<file path="config.mk">
export PLATFORM = sky130hd
export DESIGN_NAME = keccak_perm_ctrl
export DESIGN_NICKNAME = d
export VERILOG_FILES = /design/src/rtl/shake_pkg.sv /design/src/rtl/keccak_round_counter.sv /design/src/rtl/keccak_perm_ctrl.sv
export SDC_FILE = /design/constraint.sdc
export NUM_CORES = 1
export LEC_CHECK = 0
export CORE_ASPECT_RATIO = 0.7
export CORE_MARGIN = 2
export CORE_UTILIZATION = 30
export CTS_CLUSTER_SIZE = 25
export DETAILED_ROUTE_END_ITERATION = 10
export SLEW_MARGIN = 30
export SYNTH_ARGS = -nofsm -noshare
export SYNTH_HDL_FRONTEND = slang
export SYNTH_HIERARCHICAL = 1
export SYNTH_SLANG_ARGS = --single-unit
</file>
<file path="constraint.sdc">
create_clock -name clk -period 3 [get_ports clk]
set_clock_uncertainty 0.05 [all_clocks]
set_input_delay 0.45 -clock clk [delete_from_list [all_inputs] [get_ports clk]]
set_output_delay 0.45 -clock clk [all_outputs]
set_load 0.005 [all_outputs]
</file>
<file path="src/rtl/shake_pkg.sv">
// Shared types and constants for the SHAKE core's Keccak-f[1600] sequencing logic.
package shake_pkg;

  typedef enum logic [1:0] {
    IDLE    = 2'd0,
    PERMUTE = 2'd1,
    SQUEEZE = 2'd2
  } perm_state_t;

  localparam int unsigned KECCAK_ROUNDS = 24;
  localparam int unsigned ROUND_IDX_W   = $clog2(KECCAK_ROUNDS);

endpackage

</file>
<file path="src/rtl/keccak_round_counter.sv">
// Round-index counter for one Keccak-f permutation; advances ROUNDS_PER_CYCLE per step
// and wraps to zero after the final step.
module keccak_round_counter #(
  parameter  int unsigned NUM_ROUNDS       = 24,
  parameter  int unsigned ROUNDS_PER_CYCLE = 1,
  localparam int unsigned RW               = $clog2(NUM_ROUNDS)
) (
  input  logic          clk,
  input  logic          rst,
  input  logic          i_clear,
  input  logic          i_step,
  output logic [RW-1:0] o_count,
  output logic          o_last_step
);

  localparam logic [RW-1:0] LAST_IDX = RW'(NUM_ROUNDS - ROUNDS_PER_CYCLE);
  localparam logic [RW-1:0] STEP     = RW'(ROUNDS_PER_CYCLE);

  logic [RW-1:0] r_count;

  always_ff @(posedge clk or posedge rst) begin
    if (rst) begin
      r_count <= '0;
    end else if (i_clear) begin
      r_count <= '0;
    end else if (i_step) begin
      r_count <= o_last_step ? '0 : r_count + STEP;
    end
  end

  assign o_count     = r_count;
  assign o_last_step = (r_count == LAST_IDX);

endmodule

</file>
<file path="src/rtl/keccak_perm_ctrl.sv">
// Absorb/permute/squeeze sequencer for the Keccak-f[1600] state datapath.
// Datapath strobes are decoded combinationally from the state and message registers.
module keccak_perm_ctrl
  import shake_pkg::*;
#(
  parameter  int unsigned NUM_ROUNDS       = KECCAK_ROUNDS,
  parameter  int unsigned ROUNDS_PER_CYCLE = 1,
  parameter  int unsigned OUT_BLK_W        = 16,
  localparam int unsigned RW               = $clog2(NUM_ROUNDS)
) (
  input  logic                 clk,
  input  logic                 rst,
  input  logic                 i_input_buffer_ready,
  input  logic                 i_last_block_in_buffer,
  input  logic [OUT_BLK_W-1:0] i_out_blocks,
  input  logic                 i_output_buffer_empty,
  output logic                 o_absorb_enable,
  output logic                 o_state_clear,
  output logic                 o_buffer_consumed,
  output logic                 o_round_enable,
  output logic [RW-1:0]        o_round_index,
  output logic                 o_output_buffer_wr,
  output logic                 o_busy,
  output logic                 o_done
);

  if (NUM_ROUNDS % ROUNDS_PER_CYCLE != 0) begin : g_bad_rounds_per_cycle
    $fatal(1, "keccak_perm_ctrl: ROUNDS_PER_CYCLE must divide NUM_ROUNDS");
  end

  perm_state_t          r_state;
  perm_state_t          w_next_state;
  logic                 r_first_q;
  logic                 r_last_q;
  logic [OUT_BLK_W-1:0] r_blocks_left;

  logic                 w_absorb;
  logic                 w_state_clear;
  logic                 w_consumed;
  logic                 w_round_en;
  logic [RW-1:0]        w_round_index;
  logic                 w_wr;
  logic                 w_done;
  logic                 w_cnt_clear;
  logic                 w_cnt_step;
  logic [RW-1:0]        w_count;
  logic                 w_last_step;

  keccak_round_counter #(
    .NUM_ROUNDS      (NUM_ROUNDS),
    .ROUNDS_PER_CYCLE(ROUNDS_PER_CYCLE)
  ) u_round_counter (
    .clk        (clk),
    .rst        (rst),
    .i_clear    (w_cnt_clear),
    .i_step     (w_cnt_step),
    .o_count    (w_count),
    .o_last_step(w_last_step)
  );

  // Next-state and strobe decode; strobes are forced low while reset is held.
  always_comb begin
    w_next_state  = r_state;
    w_absorb      = 1'b0;
    w_state_clear = 1'b0;
    w_consumed    = 1'b0;
    w_round_en    = 1'b0;
    w_round_index = '0;
    w_wr          = 1'b0;
    w_done        = 1'b0;
    w_cnt_clear   = 1'b0;
    w_cnt_step    = 1'b0;
    unique case (r_state)
      IDLE: begin
        if (i_input_buffer_ready && !rst) begin
          w_absorb      = 1'b1;
          w_state_clear = r_first_q;
          w_consumed    = 1'b1;
          w_cnt_clear   = 1'b1;
          w_next_state  = PERMUTE;
        end
      end
      PERMUTE: begin
        w_round_en    = 1'b1;
        w_round_index = w_count;
        w_cnt_step    = 1'b1;
        if (w_last_step) begin
          w_next_state = r_last_q ? SQUEEZE : IDLE;
        end
      end
      SQUEEZE: begin
        if (i_output_buffer_empty) begin
          w_wr = 1'b1;
          if (r_blocks_left == OUT_BLK_W'(1)) begin
            w_done       = 1'b1;
            w_next_state = IDLE;
          end else begin
            w_next_state = PERMUTE;
          end
        end
      end
      default: w_next_state = IDLE;
    endcase
  end

  // State and per-message registers.
  always_ff @(posedge clk or posedge rst) begin
    if (rst) begin
      r_state       <= IDLE;
      r_first_q     <= 1'b1;
      r_last_q      <= 1'b0;
      r_blocks_left <= '0;
    end else begin
      r_state <= w_next_state;
      if (w_absorb) begin
        r_last_q <= i_last_block_in_buffer;
        if (r_first_q) begin
          r_blocks_left <= (i_out_blocks == '0) ? OUT_BLK_W'(1) : i_out_blocks;
          r_first_q     <= 1'b0;
        end
      end
      if (w_wr) begin
        if (r_blocks_left != '0) begin
          r_blocks_left <= r_blocks_left - OUT_BLK_W'(1);
        end
        if (w_done) begin
          r_first_q <= 1'b1;
          r_last_q  <= 1'b0;
        end
      end
    end
  end

  assign o_absorb_enable    = w_absorb;
  assign o_state_clear      = w_state_clear;
  assign o_buffer_consumed  = w_consumed;
  assign o_round_enable     = w_round_en;
  assign o_round_index      = w_round_index;
  assign o_output_buffer_wr = w_wr;
  assign o_done             = w_done;
  assign o_busy             = (r_state != IDLE);

endmodule

</file>
==> impl_metrics.yaml <==
yosys:
  yosysTopAreaCellShare_pct: 37.04
  ys_types: 53
  synth_top_cell_by_area: "dfrtp_1"
  synth_seq_cells: 25
  synthesis.instances: 180
  synth_nets: 204
  synth_most_common_cell: "dfrtp_1"
  syn_area_mm2: 0.001622
  yosysSeqAreaShare_pct: 38.66
  synthTopCellsByCount: "dfrtp_1 (24), nor2_1 (17), nand2_1 (14)"
  synthFlopType: "dfrtp_1"
  synth.avg_cell_area_um2: 9.009
  synth_area_leaders: "dfrtp_1 (37%), nor2_1 (3.9%), nand2_1 (3.2%)"
  yosysWarnings: 6
  synth_edf_count: 0
  synthArstFlopShare_pct: 100.0
timing:
  slew_viol_final: 0
  tightest_slew_ns: 0.8050
  rsz0062_at_grt: "no"
  finalSetupTns_ns: 0
  worst_slack_ns: 0.3366
  period_minus_slack_ns: 2.663
  max_freq_mhz: 375.5
  timing.final.crit_share_pct: 88.78
  maxSlewHeadroom_pct: 46.28
  hold_viol: 0
  setup_viol: 0
routing:
  drtPass1Iterations: 4
  wl_met2_mm: 1.801
  finalWirelength_mm: 4.317
  top_layer_used: "met4"
  vias: 1535
  drtIter0Drc: 97
  wire_per_inst_um: 14.49
  drtAntennaViolNets: 0
  wl_met1_mm: 2.199
  drc: 0
  vias_per_cell: 5.151
  met3_length_um: 275
power:
  powerDensity_mw_per_mm2: 720.6
  ir_drop_mv: 0.2742
  p_leak_nw: 0.9164
placed_design:
  finalWeightedCongestion: 0.8587
  dp_hpwl_mm: 3.211
  port_buffers: 32
  dp_slack_ns: 0.1262
  dp.cells: 290
grt:
  grt_pass1_wl_mm: 7.100
  grt_pass1_vias: 1411
  grt-ovfl-total: 0
  track_usage_pct: 15.14
  grt_max_degree: 21
  antenna_found_initial: 0
floorplan:
  die_w_um: 91.88
  start_util_pct: 31.00
  die_h_um: 65.51
  core_area_mm2: 0.005230
  ios: 33
  die-area_mm2: 0.006019
  row_count: 22
cts:
  cts_root_buffer: "clkbuf_8"
  numCtsBuffers: 3
  cts_sinks: 25
  cts_tree: "done"
  insertion_delay_ns: 0.28
  htree_levels: 1
  cts_hold_buf: 0
  clk_path_buf_depth: 2
  path_clk_slew_ns: 0.10
setup_path:
  path_cells: "or4_4 > or4_4 > buf_4 > o21ai_2 > a21oi_1 > o221a_2"
  crit_type: "flip-flop to flip-flop"
  slowest_delay_ns: 0.56
  cp-start-kind: "flip-flop"
  worst_setup_path_end_kind: "flip-flop"
  r2r_cells: 6
  crit_slowest_cell: "or4_4"
  timing.rr.start: "r_blocks_left[5]"
  critPathRequiredTime_ns: 3.12
  timing.rr.end: "r_blocks_left[2]"
  cp_max_fo: 11
  arrival_ns: 2.78
  critical_path.most_common_cell: "or4_4"
  rrSetupSlack_ns: 0.34
cells_and_area:
  drive_above_1_share_pct: 19.03
  fin_cells: 298
  syn_to_final_growth_pct: 34.57
  final_nets: 251
  antenna_cells: 0
run_status:
  status: "finished clean"
hold_path:
  hold_class: "primary input to asynchronous set/reset pin"
flow_run:
  cap_viol_max_count: 0
cells by family (layout without fill, tap and decap cells):
family / Yosys count / in the layout / synth area share (%)
XOR/XNOR: 3 / 3 / 1.621
buffers and inverters: 17 / 63 / 4.630
adder cells (fa/ha/maj): 3 / 3 / 2.315
flip-flops: 25 / 25 / 38.66
multiplexers: 8 / 8 / 5.170
AND/OR/NAND/NOR: 83 / 83 / 29.40
AO/OA/AOI/OAI: 41 / 41 / 18.21
sequential cells by signal, summed over array words and instances (netlist names):
name,count
r_first_q,1
r_blocks_left,16
r_last_q,1
r_state,2
u_round_counter/o_count,5
per-layer routing:
layer	vias up	GRT usage, %
met3	4	3.326
met2	45	21.97
li1	753	-
met1	733	22.82
met5	-	0
met4	0	3.545
placed cells by master (no fill, tap or decap), types with 3 or more instances in the layout:
cell type        instances
mux2i_1                  5
ha_1                     3
clkdlybuf4s50_1         31
or4_1                    3
and2_1                   5
a32oi_1                  3
nand3_1                 10
nor3_1                   4
buf_4                   17
o21ai_0                 10
inv_1                   10
nand2_1                 14
nor2b_1                  4
dfrtp_1                 24
nor2_1                  17
nor4_1                   6
a21oi_1                  7
or3_2                    4
nand2b_1                 3
clkbuf_8                 3
power by group:
group | switching (mW) | total (mW) | internal [mW] | leakage (nW)
combinational | 0.316 | 0.719 | 0.403 | 0.588
sequential | 0.154 | 0.643 | 0.489 | 0.303
clock | 0.116 | 0.210 | 0.0932 | 0.0255
area by class of cell:
cell class                      instances  area (um^2)
Fill cell                             519         3048
Tap cell                               72        90.09
Timing Repair Buffer                   49        450.4
Clock buffer                            3        41.29
Multi-Input combinational cell        138        930.9
Inverter                               10        37.54
Clock inverter                          1        5.005
Sequential cell                        25        626.9
per-stage QoR:
step	utilization, %	area, um^2	power (mW)	hold WS [ns]
floorplan	-	1622	1.040	0.1785
global placement	40.00	2092	1.300	0.4168
detailed placement	40.00	2092	1.314	0.4234
CTS	41.56	2173	1.559	0.4107
global route	41.72	2182	1.699	0.4249
finish	41.72	2182	1.572	0.3971
what timing repair did:
item	4_1_cts	5_1_grt
setup buffers	4	1
gates resized for setup	1	2
hold endpoints to repair	0	0
endpoints found under the setup margin	1	1
pin swaps	3	2
critical path: cells and delay by family, from the launching register on:
family	cells	cell delay, ns
and+or+nand+nor	2	1.11
AOI/OAI and AO/OA	3	0.84
DFF	1	0.39
buffers and inverters	1	0.16
how the worst max path moves through the flow:
| stage | startpoint | end | slack, ns | cells after the start |
|---|---|---|---|---|
| finish | r_blocks_left[5] | r_blocks_left[2] | 0.34 | 6 |
| global route | r_blocks_left[5] | r_blocks_left[2] | 0.22 | 6 |
| CTS | r_blocks_left[5] | o_done | 0.001 | 5 |
| detailed placement | r_blocks_left[4] | o_done | 0.13 | 5 |
| global placement | r_blocks_left[4] | o_done | 0.16 | 5 |
| floorplan | r_blocks_left[0] | r_blocks_left[14] | 0.63 | 7 |
No activity file was read; power rests on OpenSTA's default activity.
==> RTL edit: new RTL, same settings <==
Encoding of `perm_state_t`: now one-hot (3 bits for 3 states).
--- a/src/rtl/shake_pkg.sv
+++ b/src/rtl/shake_pkg.sv
@@ -3,6 +3,6 @@
 
-  typedef enum logic [1:0] {
-    IDLE    = 2'd0,
-    PERMUTE = 2'd1,
-    SQUEEZE = 2'd2
+  typedef enum logic [2:0] {
+    IDLE    = 3'b001,
+    PERMUTE = 3'b010,
+    SQUEEZE = 3'b100
   } perm_state_t;
Check against the original RTL: no difference found for any inputs over 10 cycles, from zero or initial values and one cycle with rst high; not proved beyond that.
==> RTL edit against the unedited design <==
Via count is 0.20% higher. Die area barely moved. Worst setup slack worse by 0.11 ns. Sequential cell count is 1 higher. Synthesized area hardly changed. Wire length up 2.1%. Critical path depth is 2 lower. Cell area fell by 2.2%. Largest cell class unchanged. Highest routed layer unchanged.
Power is not compared: it rests on default switching activity, and its combinational part moved more than twofold at a synthesized area within 25%.
==> RTL edit: results (changes against the unedited design) <==
\begin{tabular}{lr}
\hline
Metric & Value \\
\hline
\multicolumn{2}{l}{\textbf{Status}} \\
\quad Status & complete, no violations \\
\multicolumn{2}{l}{\textbf{Yosys}} \\
\quad Top cell types by occurrence after synthesis & 24 x dfrtp\_1, 16 x nand3\_1, 15 x nand2\_1, 13 x nor3\_1, 10 x nor2\_1 \\
\quad Unique cell type count in the Yosys netlist & 50 (-5.7\%) \\
\quad Seq/Total Area, Yosys & 40.2\% (+1.6 points) \\
\quad Synth top area cells & dfrtp\_1 37\%, nand3\_1 4.9\%, nor3\_1 4.0\% \\
\multicolumn{2}{l}{\textbf{Global route}} \\
\quad Total routing resource utilization after global routing & 15.0\% (-0.11 points) \\
\quad Via count of the first global-routing pass & 1,382 (-2.1\%) \\
\quad Initial antenna violation count & 0 (unchanged) \\
\quad Global-route congestion overflow total & 0 (unchanged) \\
\quad Global-route wire length before repair & 7.13 mm (+0.48\%) \\
\quad Maximum number of pins on one net before global-route repair & 22 (+4.8\%) \\
\multicolumn{2}{l}{\textbf{Setup path}} \\
\quad Worst EP arrival & 2.27 ns (-0.51 ns) \\
\quad FF-to-FF path depth & 7 (+1) \\
\quad R2R Path End & r\_blocks\_left[14] \\
\quad Internal reg-to-reg setup slack & 0.75 ns (+0.41 ns) \\
\quad Start of the worst register-to-register path & r\_blocks\_left[0] \\
\quad Crit path max fanout & 7 (-4) \\
\multicolumn{2}{l}{\textbf{Placed design}} \\
\quad Port Buf Inserts & 32 (unchanged) \\
\quad Final HPWL DP & 3.41 mm (+6.0\%) \\
\quad RD Place Congestion & 0.815 (-5.1\%) \\
\multicolumn{2}{l}{\textbf{Clocking}} \\
\quad Worst-path clk slew & 0.10 ns (about the same) \\
\quad Post-cts repair resize count & 0 (-1) \\
\quad Clock Path Buffers & 2 (unchanged) \\
\quad Number of buffers inserted to repair setup after CTS & 0 (-4) \\
\multicolumn{2}{l}{\textbf{Drt}} \\
\quad Initial drt markers & 103 (+6.2\%) \\
\quad Via density & 5.29 (+2.6\%) \\
\quad Routed wirelength normalized by instance count & 15.1 um (+4.5\%) \\
\multicolumn{2}{l}{\textbf{Cells and area}} \\
\quad Share of post-route cells with drive strength above 1 & 11.9\% (-7.2 points) \\
\quad Final Net Count & 244 (-2.8\%) \\
\quad Most flop-heavy register & r\_blocks\_left \\
\quad Flip-flop count of the largest register, all copies and words added & 16 (unchanged) \\
\multicolumn{2}{l}{\textbf{Timing}} \\
\quad Worst Hold Slack & 0.413 ns (+0.0161 ns) \\
\quad Worst rel slew slack & 42.9\% (-3.4 points) \\
\quad Count of final setup violators & 0 (unchanged) \\
\multicolumn{2}{l}{\textbf{Worst hold path}} \\
\quad Worst Hold Class & in2async \\
\multicolumn{2}{l}{\textbf{Power and ir drop}} \\
\quad Leakage dissipation & 0.828 nW \\
\hline
\end{tabular}
RTL edit: report_power, final:
part / internal, mW / total [mW] / switching, mW
sequential: 0.433 / 0.536 / 0.103
combinational: 0.168 / 0.341 / 0.173
clock: 0.179 / 0.297 / 0.118
RTL edit: how the worst max path moves through the flow:
stage                           from                end  depth (start not counted)  slack, ns
2_1_floorplan             r_state[0]  o_buffer_consumed                          3       0.84
3_3_place_gp   i_output_buffer_empty             o_done                          4       0.30
3_5_place_dp   i_output_buffer_empty             o_done                          4       0.28
4_1_cts            r_blocks_left[11]             o_done                          4       0.20
5_1_grt            r_blocks_left[11]             o_done                          4       0.02
6_report           r_blocks_left[11]             o_done                          4       0.23
RTL edit: layout make-up:
type	count	area [um2]
Inverter	9	33.8
Clock inverter	1	30.0
Tap cell	72	90.1
Clock buffer	3	41.3
Fill cell	532	3100
Sequential cell	26	653
Multi-Input combinational cell	141	913
Timing Repair Buffer	39	373
RTL edit: per-layer routing:
layer	up-vias	GRT usage (%)	wire, um
met5	-	0	0
met4	0	4.10	51
met3	6	2.98	290
met2	43	20.4	1790
met1	728	23.7	2270
li1	761	-	-
RTL edit: logic make-up (layout without fill, tap and decap cells):
family / after synthesis / count (layout) / share of synthesized area (%)
AND/OR/NAND/NOR: 99 / 99 / 35.1
multiplexers: 3 / 3 / 1.85
adder cells (fa/ha/maj): 3 / 3 / 2.31
XOR/XNOR: 3 / 3 / 1.62
flip-flops: 26 / 26 / 40.2
buffers and inverters: 13 / 52 / 3.47
AO/OA/AOI/OAI: 33 / 33 / 15.4
RTL edit: through the flow:
step	std cells	utilization, %	instance area [um2]	setup WS [ns]
CTS	291	40.8	2130	0.204
global route	291	40.8	2130	0.0186
detailed placement	287	39.4	2060	0.277
floorplan	180	-	1620	0.837
finish	291	40.8	2130	0.230
global placement	287	39.4	2060	0.302
RTL edit: worst max-delay path, cell delays in order, from the launching register on:
cell             delay, ns
dfrtp_1               0.44
nor3_1                0.29
nand2_1               0.18
nor4_1                0.48
clkdlybuf4s50_1       0.59
